## config.mk

```make
export PLATFORM = sky130hd
export DESIGN_NAME = eth_rx_unpack_flat
export DESIGN_NICKNAME = d
export VERILOG_FILES = /design/src/rtl/eth_rx_unpack_if.sv /design/src/rtl/eth_rx_unpack.sv /design/src/flat_wrapper.sv
export SDC_FILE = /design/constraint.sdc
export NUM_CORES = 1
export LEC_CHECK = 0
export BUFFER_PORTS_ARGS = -buffer_cell sky130_fd_sc_hd__buf_4
export CAP_MARGIN = 20
export CELL_PAD_IN_SITES_DETAIL_PLACEMENT = 1
export CELL_PAD_IN_SITES_GLOBAL_PLACEMENT = 1
export CORE_ASPECT_RATIO = 2
export CORE_UTILIZATION = 44
export DETAILED_ROUTE_END_ITERATION = 10
export GPL_TIMING_DRIVEN = 0
export PLACE_DENSITY_LB_ADDON = 0.1
export RECOVER_POWER = 25
export SLEW_MARGIN = 5
export SYNTH_ARGS = -nofsm -noshare
export SYNTH_HDL_FRONTEND = slang
export SYNTH_SLANG_ARGS = --single-unit
```

## constraint.sdc

```tcl
create_clock -name sys_clk -period 3.97 [get_ports sys_clk]
set_clock_uncertainty 0.05 [all_clocks]
set_input_delay 0.397 -clock sys_clk [delete_from_list [all_inputs] [get_ports sys_clk]]
set_output_delay 0.397 -clock sys_clk [all_outputs]
set_load 0.01 [all_outputs]
```

## src/rtl/eth_rx_unpack_if.sv

```systemverilog
// Byte-stream, word-stream and frame-status bundle between the Ethernet receive
// path, eth_rx_unpack (slave side) and the surrounding logic (master side).
interface eth_rx_unpack_if;
  logic [7:0]  rx_data;
  logic        rx_valid;
  logic [9:0]  rx_counter;
  logic        rx_last;
  logic [31:0] out_data;
  logic        out_valid;
  logic        out_ready;
  logic        out_sof;
  logic        out_eof;
  logic        frame_ok;
  logic        frame_err;
  logic [2:0]  err_code;
  logic        seq_gap;
  logic [15:0] frame_cnt;
  logic [15:0] err_cnt;

  modport master (
    output rx_data, rx_valid, rx_counter, rx_last, out_ready,
    input  out_data, out_valid, out_sof, out_eof, frame_ok, frame_err,
           err_code, seq_gap, frame_cnt, err_cnt
  );

  modport slave (
    input  rx_data, rx_valid, rx_counter, rx_last, out_ready,
    output out_data, out_valid, out_sof, out_eof, frame_ok, frame_err,
           err_code, seq_gap, frame_cnt, err_cnt
  );
endinterface

```

## src/rtl/eth_rx_unpack.sv

```systemverilog
// Receive unpacker: validates the MAGIC/SEQ/LEN header and packs payload bytes into 32-bit words.
// Define RX_CHECKSUM_EN to expect a trailing XOR checksum byte after the payload.
module eth_rx_unpack #(
  parameter logic [15:0] MAGIC     = 16'hA55A,
  parameter int          MAX_WORDS = 256
) (
  input logic            sys_clk,
  input logic            rst_n,
  eth_rx_unpack_if.slave bus
);

  typedef enum logic [2:0] {
    IDLE,
    HDR,
    PAYLOAD,
`ifdef RX_CHECKSUM_EN
    CSUM,
`endif
    DROP
  } state_t;

  localparam logic [2:0] ERR_MAGIC = 3'd1;
  localparam logic [2:0] ERR_LEN   = 3'd2;
  localparam logic [2:0] ERR_SHORT = 3'd3;
  localparam logic [2:0] ERR_LONG  = 3'd4;
  localparam logic [2:0] ERR_OVF   = 3'd5;
`ifdef RX_CHECKSUM_EN
  localparam logic [2:0] ERR_CSUM  = 3'd6;
`endif
  localparam logic [2:0] ERR_ABORT = 3'd7;

  state_t      state_q, state_d;
  logic [2:0]  hdrCnt_q, hdrCnt_d;
  logic [7:0]  hdrByte_q, hdrByte_d;
  logic [15:0] seq_q, seq_d;
  logic [15:0] lastSeq_q, lastSeq_d;
  logic [9:0]  len_q, len_d;
  logic [9:0]  wordCnt_q, wordCnt_d;
  logic [1:0]  byteIdx_q, byteIdx_d;
  logic [23:0] shift_q, shift_d;
  logic [31:0] outData_q, outData_d;
  logic        outValid_q, outValid_d;
  logic        outSof_q, outSof_d;
  logic        outEof_q, outEof_d;
  logic        frameOk_q, frameOk_d;
  logic        frameErr_q, frameErr_d;
  logic [2:0]  errCode_q, errCode_d;
  logic        seqGap_q, seqGap_d;
  logic [15:0] frameCnt_q, frameCnt_d;
  logic [15:0] errCnt_q, errCnt_d;
  logic        firstFrame_q, firstFrame_d;
`ifdef RX_CHECKSUM_EN
  logic [7:0]  csum_q, csum_d;
`endif

  logic        okEvt;
  logic        errEvt;
  logic [2:0]  errCause;
  logic [15:0] hdrWord;
  logic [9:0]  lastWord;

  always_ff @(posedge sys_clk) begin
    if (!rst_n) state_q <= IDLE;
    else        state_q <= state_d;
  end

  always_comb begin
    state_d      = state_q;
    hdrCnt_d     = hdrCnt_q;
    hdrByte_d    = hdrByte_q;
    seq_d        = seq_q;
    lastSeq_d    = lastSeq_q;
    len_d        = len_q;
    wordCnt_d    = wordCnt_q;
    byteIdx_d    = byteIdx_q;
    shift_d      = shift_q;
    outData_d    = outData_q;
    outValid_d   = outValid_q;
    outSof_d     = outSof_q;
    outEof_d     = outEof_q;
    errCode_d    = errCode_q;
    frameCnt_d   = frameCnt_q;
    errCnt_d     = errCnt_q;
    firstFrame_d = firstFrame_q;
`ifdef RX_CHECKSUM_EN
    csum_d       = csum_q;
`endif
    okEvt        = 1'b0;
    errEvt       = 1'b0;
    errCause     = 3'd0;
    hdrWord      = {hdrByte_q, bus.rx_data};
    lastWord     = len_q - 10'd1;

    if (outValid_q && bus.out_ready) outValid_d = 1'b0;

    if (bus.rx_valid) begin
      // A zero index always starts a new frame; an unfinished one is aborted.
      if (bus.rx_counter == 10'd0) begin
        if (state_q != IDLE && state_q != DROP) begin
          errEvt   = 1'b1;
          errCause = ERR_ABORT;
        end
        hdrByte_d = bus.rx_data;
        hdrCnt_d  = 3'd1;
        state_d   = HDR;
        if (bus.rx_last) begin
          state_d = IDLE;
          if (!errEvt) begin
            errEvt   = 1'b1;
            errCause = ERR_SHORT;
          end
        end
      end else begin
        case (state_q)
          HDR: begin
            hdrCnt_d = hdrCnt_q + 3'd1;
            case (hdrCnt_q)
              3'd1: if (hdrWord != MAGIC) begin
                errEvt   = 1'b1;
                errCause = ERR_MAGIC;
                state_d  = bus.rx_last ? IDLE : DROP;
              end
              3'd2: seq_d[15:8] = bus.rx_data;
              3'd3: seq_d[7:0]  = bus.rx_data;
              3'd4: hdrByte_d   = bus.rx_data;
              3'd5: begin
                if (hdrWord == 16'd0 || hdrWord > 16'(MAX_WORDS)) begin
                  errEvt   = 1'b1;
                  errCause = ERR_LEN;
                  state_d  = bus.rx_last ? IDLE : DROP;
                end else begin
                  state_d   = PAYLOAD;
                  len_d     = hdrWord[9:0];
                  wordCnt_d = 10'd0;
                  byteIdx_d = 2'd0;
`ifdef RX_CHECKSUM_EN
                  csum_d    = 8'h00;
`endif
                end
              end
              default: ;
            endcase
            if (bus.rx_last && !errEvt) begin
              errEvt   = 1'b1;
              errCause = ERR_SHORT;
              state_d  = IDLE;
            end
          end

          PAYLOAD: begin
            shift_d   = {shift_q[15:0], bus.rx_data};
            byteIdx_d = byteIdx_q + 2'd1;
`ifdef RX_CHECKSUM_EN
            csum_d    = csum_q ^ bus.rx_data;
`endif
            if (byteIdx_q == 2'd3) begin
              // A completed word with the previous one still unaccepted is lost.
              if (outValid_q && !bus.out_ready) begin
                errEvt   = 1'b1;
                errCause = ERR_OVF;
                state_d  = bus.rx_last ? IDLE : DROP;
              end else begin
                outData_d  = {shift_q, bus.rx_data};
                outValid_d = 1'b1;
                outSof_d   = (wordCnt_q == 10'd0);
                outEof_d   = (wordCnt_q == lastWord);
                wordCnt_d  = wordCnt_q + 10'd1;
                if (wordCnt_q == lastWord) begin
`ifdef RX_CHECKSUM_EN
                  if (bus.rx_last) begin
                    errEvt   = 1'b1;
                    errCause = ERR_SHORT;
                    state_d  = IDLE;
                  end else begin
                    state_d = CSUM;
                  end
`else
                  if (bus.rx_last) begin
                    okEvt   = 1'b1;
                    state_d = IDLE;
                  end else begin
                    errEvt   = 1'b1;
                    errCause = ERR_LONG;
                    state_d  = DROP;
                  end
`endif
                end else if (bus.rx_last) begin
                  errEvt   = 1'b1;
                  errCause = ERR_SHORT;
                  state_d  = IDLE;
                end
              end
            end else if (bus.rx_last) begin
              errEvt   = 1'b1;
              errCause = ERR_SHORT;
              state_d  = IDLE;
            end
          end

`ifdef RX_CHECKSUM_EN
          CSUM: begin
            if (!bus.rx_last) begin
              errEvt   = 1'b1;
              errCause = ERR_LONG;
              state_d  = DROP;
            end else begin
              state_d = IDLE;
              if (bus.rx_data == csum_q) begin
                okEvt = 1'b1;
              end else begin
                errEvt   = 1'b1;
                errCause = ERR_CSUM;
              end
            end
          end
`endif

          DROP: if (bus.rx_last) state_d = IDLE;

          default: ;
        endcase
      end
    end

    frameOk_d  = okEvt;
    frameErr_d = errEvt;
    seqGap_d   = okEvt && !firstFrame_q && (seq_q != lastSeq_q + 16'd1);
    if (okEvt) begin
      lastSeq_d    = seq_q;
      firstFrame_d = 1'b0;
      frameCnt_d   = frameCnt_q + 16'd1;
    end
    if (errEvt) begin
      errCode_d = errCause;
      errCnt_d  = errCnt_q + 16'd1;
    end
  end

  always_ff @(posedge sys_clk) begin
    if (!rst_n) begin
      hdrCnt_q     <= 3'd0;
      hdrByte_q    <= 8'h00;
      seq_q        <= 16'h0000;
      lastSeq_q    <= 16'h0000;
      len_q        <= 10'd0;
      wordCnt_q    <= 10'd0;
      byteIdx_q    <= 2'd0;
      shift_q      <= 24'h000000;
      outData_q    <= 32'h00000000;
      outValid_q   <= 1'b0;
      outSof_q     <= 1'b0;
      outEof_q     <= 1'b0;
      frameOk_q    <= 1'b0;
      frameErr_q   <= 1'b0;
      errCode_q    <= 3'd0;
      seqGap_q     <= 1'b0;
      frameCnt_q   <= 16'h0000;
      errCnt_q     <= 16'h0000;
      firstFrame_q <= 1'b1;
`ifdef RX_CHECKSUM_EN
      csum_q       <= 8'h00;
`endif
    end else begin
      hdrCnt_q     <= hdrCnt_d;
      hdrByte_q    <= hdrByte_d;
      seq_q        <= seq_d;
      lastSeq_q    <= lastSeq_d;
      len_q        <= len_d;
      wordCnt_q    <= wordCnt_d;
      byteIdx_q    <= byteIdx_d;
      shift_q      <= shift_d;
      outData_q    <= outData_d;
      outValid_q   <= outValid_d;
      outSof_q     <= outSof_d;
      outEof_q     <= outEof_d;
      frameOk_q    <= frameOk_d;
      frameErr_q   <= frameErr_d;
      errCode_q    <= errCode_d;
      seqGap_q     <= seqGap_d;
      frameCnt_q   <= frameCnt_d;
      errCnt_q     <= errCnt_d;
      firstFrame_q <= firstFrame_d;
`ifdef RX_CHECKSUM_EN
      csum_q       <= csum_d;
`endif
    end
  end

  assign bus.out_data  = outData_q;
  assign bus.out_valid = outValid_q;
  assign bus.out_sof   = outSof_q;
  assign bus.out_eof   = outEof_q;
  assign bus.frame_ok  = frameOk_q;
  assign bus.frame_err = frameErr_q;
  assign bus.err_code  = errCode_q;
  assign bus.seq_gap   = seqGap_q;
  assign bus.frame_cnt = frameCnt_q;
  assign bus.err_cnt   = errCnt_q;

endmodule

```

## src/flat_wrapper.sv

```systemverilog
// flat-port wrapper written by rule: the top's interface ports become plain ports
module eth_rx_unpack_flat 
#(
  parameter logic [15:0] MAGIC     = 16'hA55A,
  parameter int          MAX_WORDS = 256
)
  (sys_clk, rst_n, bus_rx_data, bus_rx_valid, bus_rx_counter, bus_rx_last, bus_out_ready, bus_out_data, bus_out_valid, bus_out_sof, bus_out_eof, bus_frame_ok, bus_frame_err, bus_err_code, bus_seq_gap, bus_frame_cnt, bus_err_cnt);
  eth_rx_unpack_if bus_i ();
  input logic sys_clk;
  input logic rst_n;
  input wire logic [$bits(bus_i.rx_data)-1:0] bus_rx_data;
  input wire logic [$bits(bus_i.rx_valid)-1:0] bus_rx_valid;
  input wire logic [$bits(bus_i.rx_counter)-1:0] bus_rx_counter;
  input wire logic [$bits(bus_i.rx_last)-1:0] bus_rx_last;
  input wire logic [$bits(bus_i.out_ready)-1:0] bus_out_ready;
  output wire logic [$bits(bus_i.out_data)-1:0] bus_out_data;
  output wire logic [$bits(bus_i.out_valid)-1:0] bus_out_valid;
  output wire logic [$bits(bus_i.out_sof)-1:0] bus_out_sof;
  output wire logic [$bits(bus_i.out_eof)-1:0] bus_out_eof;
  output wire logic [$bits(bus_i.frame_ok)-1:0] bus_frame_ok;
  output wire logic [$bits(bus_i.frame_err)-1:0] bus_frame_err;
  output wire logic [$bits(bus_i.err_code)-1:0] bus_err_code;
  output wire logic [$bits(bus_i.seq_gap)-1:0] bus_seq_gap;
  output wire logic [$bits(bus_i.frame_cnt)-1:0] bus_frame_cnt;
  output wire logic [$bits(bus_i.err_cnt)-1:0] bus_err_cnt;
  assign bus_i.rx_data = bus_rx_data;
  assign bus_i.rx_valid = bus_rx_valid;
  assign bus_i.rx_counter = bus_rx_counter;
  assign bus_i.rx_last = bus_rx_last;
  assign bus_i.out_ready = bus_out_ready;
  assign bus_out_data = bus_i.out_data;
  assign bus_out_valid = bus_i.out_valid;
  assign bus_out_sof = bus_i.out_sof;
  assign bus_out_eof = bus_i.out_eof;
  assign bus_frame_ok = bus_i.frame_ok;
  assign bus_frame_err = bus_i.frame_err;
  assign bus_err_code = bus_i.err_code;
  assign bus_seq_gap = bus_i.seq_gap;
  assign bus_frame_cnt = bus_i.frame_cnt;
  assign bus_err_cnt = bus_i.err_cnt;
  eth_rx_unpack #(.MAGIC(MAGIC), .MAX_WORDS(MAX_WORDS)) u_core (.sys_clk(sys_clk), .rst_n(rst_n), .bus(bus_i));
endmodule
```

==> impl_metrics.toml, run 1 <==
[yosys]
synthDominantCellAreaShare_pct = 42.4
synth_edf_count = 0
ys.flop_type = "dfxtp_1"
async_flop_share_pct = 0
yosys_warnings = 0
yosysMostFrequentCell = "nand2_1"
ys_ff_latch = 166
synth_common_cells = "nand2_1 (191), dfxtp_1 (166), a21oi_1 (119), nor2_1 (61), clkbuf_1 (48)"
yosysTopAreaCell = "dfxtp_1"
synth_area_leaders = "dfxtp_1 (42%), nand2_1 (9.1%), a21oi_1 (7.6%), mux2i_1 (3.7%), xnor2_1 (3.1%)"
ys_types = 69
syn-cell-area_sq_um = 7850
synth.net_count = 988
synth_seq_area_share_pct = 42.4
syn_inst = 950
avgSynthCellArea_sq_um = 8.26

[worst_hold_path]
hold_class = "in -> reg"

[grt]
grt_pass1_wl_um = 38300
grt_use_total_pct = 27.8
antenna_found_initial = 0
grt_max_degree = 17
grt_pass1_vias = 7499
gr-total-overflow = 0

[clocking]
path_clk_slew_ns = 0.07
clk_latency_ns = 0.44
tritoncts = "yes"
cts_buffer_depth = 2
postCtsHoldBufs = 0
cts_buffers = 17
root_buffer = "clkbuf_16"
numClockSinks = 166
h-tree-depth = 4

[power_and_ir_drop]
p_comb_share_pct = 2.8
irDropWorstVdd_uv = 294
clock_power_share_pct = 48.5
p_int_uw = 2600
pwr-share-seq_pct = 48.7
leakage_uw = 0.00323
power_density_nw_per_um2 = 373
p_switching_uw = 817
swShare_pct = 23.9

[timing]
hold_viol_final = 0
rsz0062_at_grt = "false"
drv_slew = 0
final-setup-viol-count = 0
hold_ws_ns = 0.188
worst_pin_slew_ns = 1.03
finalCritPeriodShare_pct = 92.2
fin_crit_ns = 3.66
slew_headroom_pct = 30.9
max_freq_ghz = 0.273

[floorplanning]
num_rows = 68
die-area_sq_um = 18400
fp.coreArea_sq_um = 17400
io_pins = 96
die_h_um = 191
start_util_pct = 45.2
die_w_um = 96.4

[cells_and_area]
fin_nets = 1096
syn2layout_area_growth_pct = 17.0
diodes = 0
fin_cells = 1281
drive_gt1_share_pct = 9.15

[detailed_routing]
viasPerCell = 5.73
route.detailed.drc = 0
dr.pass1.iters = 4
wl_per_cell_um = 19.1
drt_iter0_drc = 202
wirelength_um = 24400
ant_nets = 0
route.vias.total = 7340

[critical_path]
cp-end-kind = "flop"
path_class = "reg -> reg"
cp_max_fo = 10
cp_data_required_time_ns = 4.28
cp-start-kind = "flop"
arrival_ns = 3.97

[place]
place_hpwl_um = 18300
place_inst = 1248
place.gp.congestion = 0.860
port_buffers = 88

[flow_run]
cap_violations = 0

[status]
status = "complete, no violations"
==> layout by cell type (no fill, tap or decap), types with 8 or more instances in the layout <==
| master | count |
|---|---|
| nand4_1 | 17 |
| o31ai_1 | 15 |
| clkbuf_16 | 17 |
| a21oi_1 | 119 |
| nand2_1 | 190 |
| xor2_1 | 24 |
| o21ai_0 | 14 |
| xnor2_1 | 28 |
| or4_1 | 19 |
| or3_1 | 12 |
| and3_1 | 12 |
| o211ai_1 | 11 |
| inv_1 | 24 |
| nor2_1 | 61 |
| ha_1 | 15 |
| buf_4 | 31 |
| mux2i_1 | 29 |
| nand3_1 | 29 |
| dfxtp_1 | 166 |
| clkbuf_1 | 105 |
| nor4_1 | 8 |
| nor3_1 | 13 |
==> final timing paths <==
check,startpoint,endpoint,slack (ns),cells after the start
hold / removal,bus_rx_data[2],u_core.bus.out_data[2],0.19,3
setup / recovery,u_core.len_q[0],u_core.bus.err_cnt[11],0.31,16
setup reg to reg,u_core.len_q[0],u_core.bus.err_cnt[11],0.31,16
hold reg to reg,u_core.firstFrame_q,u_core.firstFrame_q,0.40,2
==> power by group through the flow <==
stage / Clock (uW) / Sequential (uW) / Combinational (uW)
floorplan: 0 / 1700 / 47.3
global placement: 0 / 1700 / 96.4
detailed placement: 0 / 1700 / 97.2
CTS: 1690 / 1660 / 97.8
global route: 1760 / 1660 / 104
finish: 1660 / 1660 / 97.3
==> cells by family (layout without fill, tap and decap cells) <==
group | Yosys count | after routing | share of synthesized area (%)
simple gates | 400 | 400 | 24.5
compound gates | 203 | 203 | 16.2
buf+inv | 84 | 205 | 4.72
fa+ha+maj | 15 | 15 | 2.39
mux | 29 | 29 | 3.70
xor+xnor | 53 | 53 | 6.09
flops | 166 | 166 | 42.4
==> registers in the layout, indices dropped and copies added, names as in the netlist, 2 cells and up <==
signal                flops
u_core.len_q             10
u_core.bus.frame_cnt     16
u_core.wordCnt_q         10
u_core.bus.out_data      32
u_core.state_q            3
u_core.shift_q           24
u_core.lastSeq_q         16
u_core.hdrCnt_q           3
u_core.bus.err_cnt       16
u_core.hdrByte_q          8
u_core.bus.err_code       3
u_core.seq_q             16
u_core.byteIdx_q          2
==> final cells by class <==
cell class                      instances  area (sq um)
Fill cell                            2219          8180
Multi-Input combinational cell        700          4180
Sequential cell                       166          3320
Clock buffer                           19           453
Tap cell                              210           263
Clock inverter                         13           134
Inverter                               24          90.1
Buffer                                 59           278
Timing Repair Buffer                   90           454
==> routing by layer <==
metal  vias to the layer above  routed length [um]  global-route usage (%)
li1                       3550                   -                       -
met1                      3588                9020                    28.3
met2                       148               13800                    53.2
met3                        54                 632                    4.31
met4                         0                 937                    12.7
met5                         -                   0                       0
==> per-stage QoR <==
step	power [uW]	TNS [ns]	util (%)	area (sq um)	setup slack, ns
after floorplan	1750	0	-	7850	0.703
after global placement	1800	-1.01	50.5	8770	-0.106
after detailed placement	1800	-1.90	50.5	8770	-0.188
after CTS	3450	0	53.9	9360	0.0387
after global routing	3530	0	52.9	9180	0.0211
final	3420	0	52.9	9180	0.308
==> what timing repair did <==
action                     CTS  global route
resized for setup            2             5
setup endpoints to repair   14            21
pin swaps                    0             1
buffers inserted             0             2
gates cloned                 0             0
==> worst max-delay path: stages, from the launching register on <==
cell and delay (ns):
dfxtp_1 0.46, inv_1 0.10, ha_1 0.20, clkbuf_1 0.20
o21bai_1 0.21, a311oi_1 0.27, a31oi_1 0.07, o22ai_1 0.22
nand4_1 0.24, inv_1 0.15, ha_1 0.23, nand3_1 0.09
a21oi_1 0.10, o211a_4 0.20, buf_8 0.15, or4_1 0.50
a21oi_1 0.15
(Power assumes the default switching activity.)
==> inputs of run 2 (changes only) <==
Settings changed: CELL_PAD_IN_SITES_GLOBAL_PLACEMENT 1 to 2, CORE_MARGIN set to 5, CORE_UTILIZATION 44 to 35, MAX_ROUTING_LAYER set to met4.
==> impl_metrics.toml, run 2 (same netlist as run 1, synthesis figures left out) <==
[cells_and_area]
layout_commonest_cell = "nand2_1"
fin_nets = 1099
drive_gt1_share_pct = 9.31
n_fill_cell = 2722
largest_reg_flops = 32
diodes = 0
syn2layout_area_growth_pct = 18.0
mostFrequentLayoutCells = "nand2_1 (190), dfxtp_1 (166), a21oi_1 (119)"
finish.utilization_pct = 41.8

[detailed_routing]
viasPerCell = 5.33
wirelength_um = 25700
wl_met1_um = 9460
route.vias.total = 7202
met2_wirelength_um = 14300
highest_layer = "met4"
wl_met3_um = 820
route.detailed.drc = 0
drt_iter0_drc = 199
ant_nets = 0
wl_per_cell_um = 19.0
dr.pass1.iters = 4

[timing]
fin_crit_ns = 3.69
slew_headroom_pct = 32.5
finalCritPeriodShare_pct = 93.0
hold_ws_ns = 0.180
drv_slew = 0
max_freq_ghz = 0.271
hold_viol_final = 0
final-setup-viol-count = 0
worst_pin_slew_ns = 1.01

[grt]
gr-total-overflow = 0
grt_use_total_pct = 21.2
grt_pass1_wl_um = 40900
antenna_found_initial = 0
grt_max_degree = 17
grt_pass1_vias = 7536

[floorplanning]
start_util_pct = 35.4
num_rows = 77
io_pins = 96
die-area_sq_um = 25700
fp.coreArea_sq_um = 22200
die_h_um = 222
die_w_um = 116

[place]
place_hpwl_um = 19800
port_buffers = 88
place.gp.congestion = 0.817

[clocking]
path_clk_slew_ns = 0.07
numClockSinks = 166
clk_latency_ns = 0.45
cts_buffers = 17
root_buffer = "clkbuf_16"
cts_buffer_depth = 2
tritoncts = "yes"
h-tree-depth = 4

[critical_path]
cp_max_fo = 10
cp_data_required_time_ns = 4.29
cp-end-kind = "flop"
rrSetupSlack_ns = 0.28
path_class = "reg -> reg"
arrival_ns = 4.01
r2r_cells = 16
cp-start-kind = "flop"

[worst_hold_path]
hold_path_depth = 3
hold_class = "in -> reg"

[power_and_ir_drop]
power_density_nw_per_um2 = 365
irDropWorstVdd_uv = 244
leakage_uw = 0.00324

[flow_run]
cap_violations = 0

[status]
status = "complete, no violations"
[run 2: changes by cell type in the layout (fill, tap and decap cells not counted), sizes merged]
cell and change:
clkinv +6, buf +3, clkinvlp -2, inv -4
[run 2: routing by layer]
metal,global-route usage [%],up-vias
li1,-,3551
met1,21.0,3467
met2,38.6,130
met3,4.45,54
met4,9.82,0
met5,-,-
[run 2: stage by stage]
stage               setup TNS [ns]  instances  total power [uW]  instance area, sq um  setup slack [ns]
floorplan                        0        950              1750                  7850             0.703
global placement             -5.53       1314              1800                  8850            -0.393
detailed placement           -5.56       1314              1800                  8850            -0.377
CTS                              0       1346              3430                  9430            0.0414
global route               -0.0260       1350              3500                  9250           -0.0191
finish                           0       1350              3370                  9250             0.280
[run 2: final timing paths]
check                      startpoint                endpoint
setup / recovery      u_core.len_q[0]  u_core.bus.err_cnt[14]
hold / removal         bus_rx_data[2]  u_core.bus.out_data[2]
setup reg to reg      u_core.len_q[0]  u_core.bus.err_cnt[14]
hold reg to reg   u_core.firstFrame_q     u_core.firstFrame_q
[run 2: worst max-delay path, stage by stage, from the launching register on]
cell	delay [ns]
dfxtp_1	0.46
inv_1	0.10
ha_1	0.20
clkbuf_1	0.20
o21bai_1	0.21
a311oi_1	0.28
a31oi_1	0.07
o22ai_1	0.23
nand4_1	0.22
inv_1	0.15
ha_1	0.24
nand3_1	0.09
a21oi_1	0.10
o211a_4	0.20
buf_8	0.15
or4_1	0.50
a21oi_1	0.16
[run 2: power by group]
group / leakage, uW / switching, uW / total, uW / internal (uW)
combinational: 0.00163 / 75.0 / 98.0 / 23.0
sequential: 0.00134 / 0.0780 / 1660 / 1660
clock: 0.000276 / 740 / 1610 / 870
total: 0.00324 / 815 / 3370 / 2560
[run 2: final cells by class]
cell class              instances  area, sq um  area share (%)
plain buffers                  60          283            3.06
flip-flops and latches        166         3320            35.9
clock inverters                13          124            1.34
well taps                     276          345            3.73
multi-input cells             700         4190            45.2
clock buffers                  19          433            4.68
inverters                      24         90.1           0.973
repair buffers                 92          469            5.07
[run 2: what timing repair did]
item | CTS | global route
setup buffers | 0 | 4
hold buffers | 0 | 0
pin swaps | 0 | 2
hold endpoints to repair | 0 | 0
resized for setup | 5 | 6
endpoints found under the setup margin | 27 | 30
==> inputs of run 3 (changes only) <==
Settings changed: CORE_MARGIN 5 to unset, CORE_UTILIZATION 35 to 37.
Clock period 3.97 ns to 4.5 ns, I/O delays scaled along.
==> impl_metrics.toml, run 3 (same netlist as run 1, synthesis figures left out) <==
[critical_path]
rrSetupSlack_ns = 0.43
r2r-start = "u_core.len_q[0]"
path_class = "reg -> reg"
cp_max_fo = 10
critPathSlowestCell = "dfxtp_1"
worst_path_largest_cell_delay_ns = 0.47
cp-start-kind = "flop"
worstReg2RegEnd = "u_core.bus.frame_cnt[15]"
arrival_ns = 4.34
cp.buffers_inverters = 3
cp_data_required_time_ns = 4.77
critical-path-top-delay-family = "compound AO/OA/AOI/OAI gates"
cp-end-kind = "flop"
r2r_cells = 15
path_cells = "inv_1 -> ha_1 -> clkbuf_1 -> o21bai_1 -> a311oi_1 -> a31oi_1 -> o22ai_1 -> nand4_1 -> inv_1 -> ha_1 -> nand4_1 -> nor3_1 -> nand2_1 -> o311ai_0 -> o41ai_1"

[grt]
gr-total-overflow = 0
grt_use_total_pct = 24.7
grt_max_degree = 17
grt_pass1_wl_um = 40300
grt_pass1_vias = 7600
antenna_found_initial = 0

[cells_and_area]
drive_gt1_share_pct = 8.69
finish.utilization_pct = 43.9
fin_nets = 1095
largest_reg_flops = 32
mostFrequentLayoutCells = "nand2_1 (191), dfxtp_1 (166), a21oi_1 (119)"
syn2layout_area_growth_pct = 17.2
layout_commonest_cell = "nand2_1"
diodes = 0

[worst_hold_path]
min_to = "u_core.bus.out_data[2]"
hold_path_depth = 3
hold_class = "in -> reg"
hp-start = "bus_rx_data[2]"

[clocking]
cts_buffer_depth = 2
root_buffer = "clkbuf_16"
path_clk_slew_ns = 0.08
cts_buffers = 17
postCtsHoldBufs = 0
tritoncts = "yes"
numClockSinks = 166
h-tree-depth = 4
clk_latency_ns = 0.46

[floorplanning]
die_w_um = 105
fp.coreArea_sq_um = 20900
die-area_sq_um = 21800
io_pins = 96
start_util_pct = 37.5
die_h_um = 208
num_rows = 75

[timing]
rsz0062_at_grt = "false"
drv_slew = 0
final-setup-viol-count = 0
slew_headroom_pct = 33.8
hold_viol_final = 0
fin_crit_ns = 4.07
finalCritPeriodShare_pct = 90.4
fin_tns_setup_ns = 0
worst_pin_slew_ns = 0.987
max_freq_ghz = 0.246

[power_and_ir_drop]
irDropWorstVdd_uv = 202
leakage_uw = 0.00319
power_density_nw_per_um2 = 327

[place]
place_hpwl_um = 19200
port_buffers = 88
place.gp.congestion = 0.852

[detailed_routing]
dr.pass1.iters = 4
route.detailed.drc = 0
wirelength_um = 25000
viasPerCell = 5.38
ant_nets = 0
drt_iter0_drc = 207
route.vias.total = 7202
wl_per_cell_um = 18.6

[status]
status = "complete, no violations"

[flow_run]
cap_violations = 0
-- run 3: area by class of cell --
cell class	count	area, sq um
inverter	24	90.1
sequential	166	3320
clock inverter	14	139
clock buffer	18	429
timing repair buffer	88	439
multi-input combinational	700	4160
buffer	60	282
fill	2602	11700
tap	269	337
-- run 3: power by group --
| group | total [uW] | leakage [uW] | switching, uW | internal (uW) |
|---|---|---|---|---|
| combinational | 86.8 | 0.00158 | 66.5 | 20.3 |
| sequential | 1470 | 0.00134 | 0.0733 | 1470 |
| clock | 1450 | 0.000276 | 674 | 776 |
| total | 3010 | 0.00319 | 741 | 2260 |
-- run 3: stage by stage --
stage                     hold WS, ns  cells  power (uW)  instance area [sq um]  worst slack (ns)
after floorplan                 0.367    950        1540                   7850              1.23
after global placement          0.378   1307        1590                   8840             0.333
after detailed placement        0.390   1307        1590                   8840             0.352
after CTS                       0.215   1339        3040                   9410             0.309
after global routing            0.247   1339        3110                   9200           0.00122
final                           0.234   1339        3010                   9200             0.431
-- run 3: worst max-delay path by stage --
stage               startpoint                  endpoint  slack [ns]  depth (start not counted)
3_3_place_gp   u_core.len_q[2]      u_core.lastSeq_q[12]        0.33                         13
4_1_cts        u_core.len_q[2]       u_core.lastSeq_q[7]        0.31                         13
3_5_place_dp   u_core.len_q[2]       u_core.lastSeq_q[9]        0.35                         13
2_1_floorplan  u_core.len_q[2]    u_core.bus.err_cnt[15]        1.23                         14
6_report       u_core.len_q[0]  u_core.bus.frame_cnt[15]        0.43                         15
5_1_grt        u_core.len_q[0]  u_core.bus.frame_cnt[15]       0.001                         15
-- run 3: per-layer routing --
metal	up-vias	wire length [um]	track usage, %
li1	3541	-	-
met1	3511	9400	24.1
met2	103	14100	46.9
met3	47	560	3.95
met4	0	875	10.8
met5	-	0	-
-- run 3: worst min-delay path, cell delays in order --
cell and delay [ns]:
buf_6 0.12, nand2_1 0.06, a21oi_1 0.05
-- run 3: what timing repair did --
item / in CTS / in global routing
hold endpoints to repair: 0 / 0
resized for setup: 0 / 3
setup endpoints to repair: 0 / 5
buffers inserted: 0 / 0
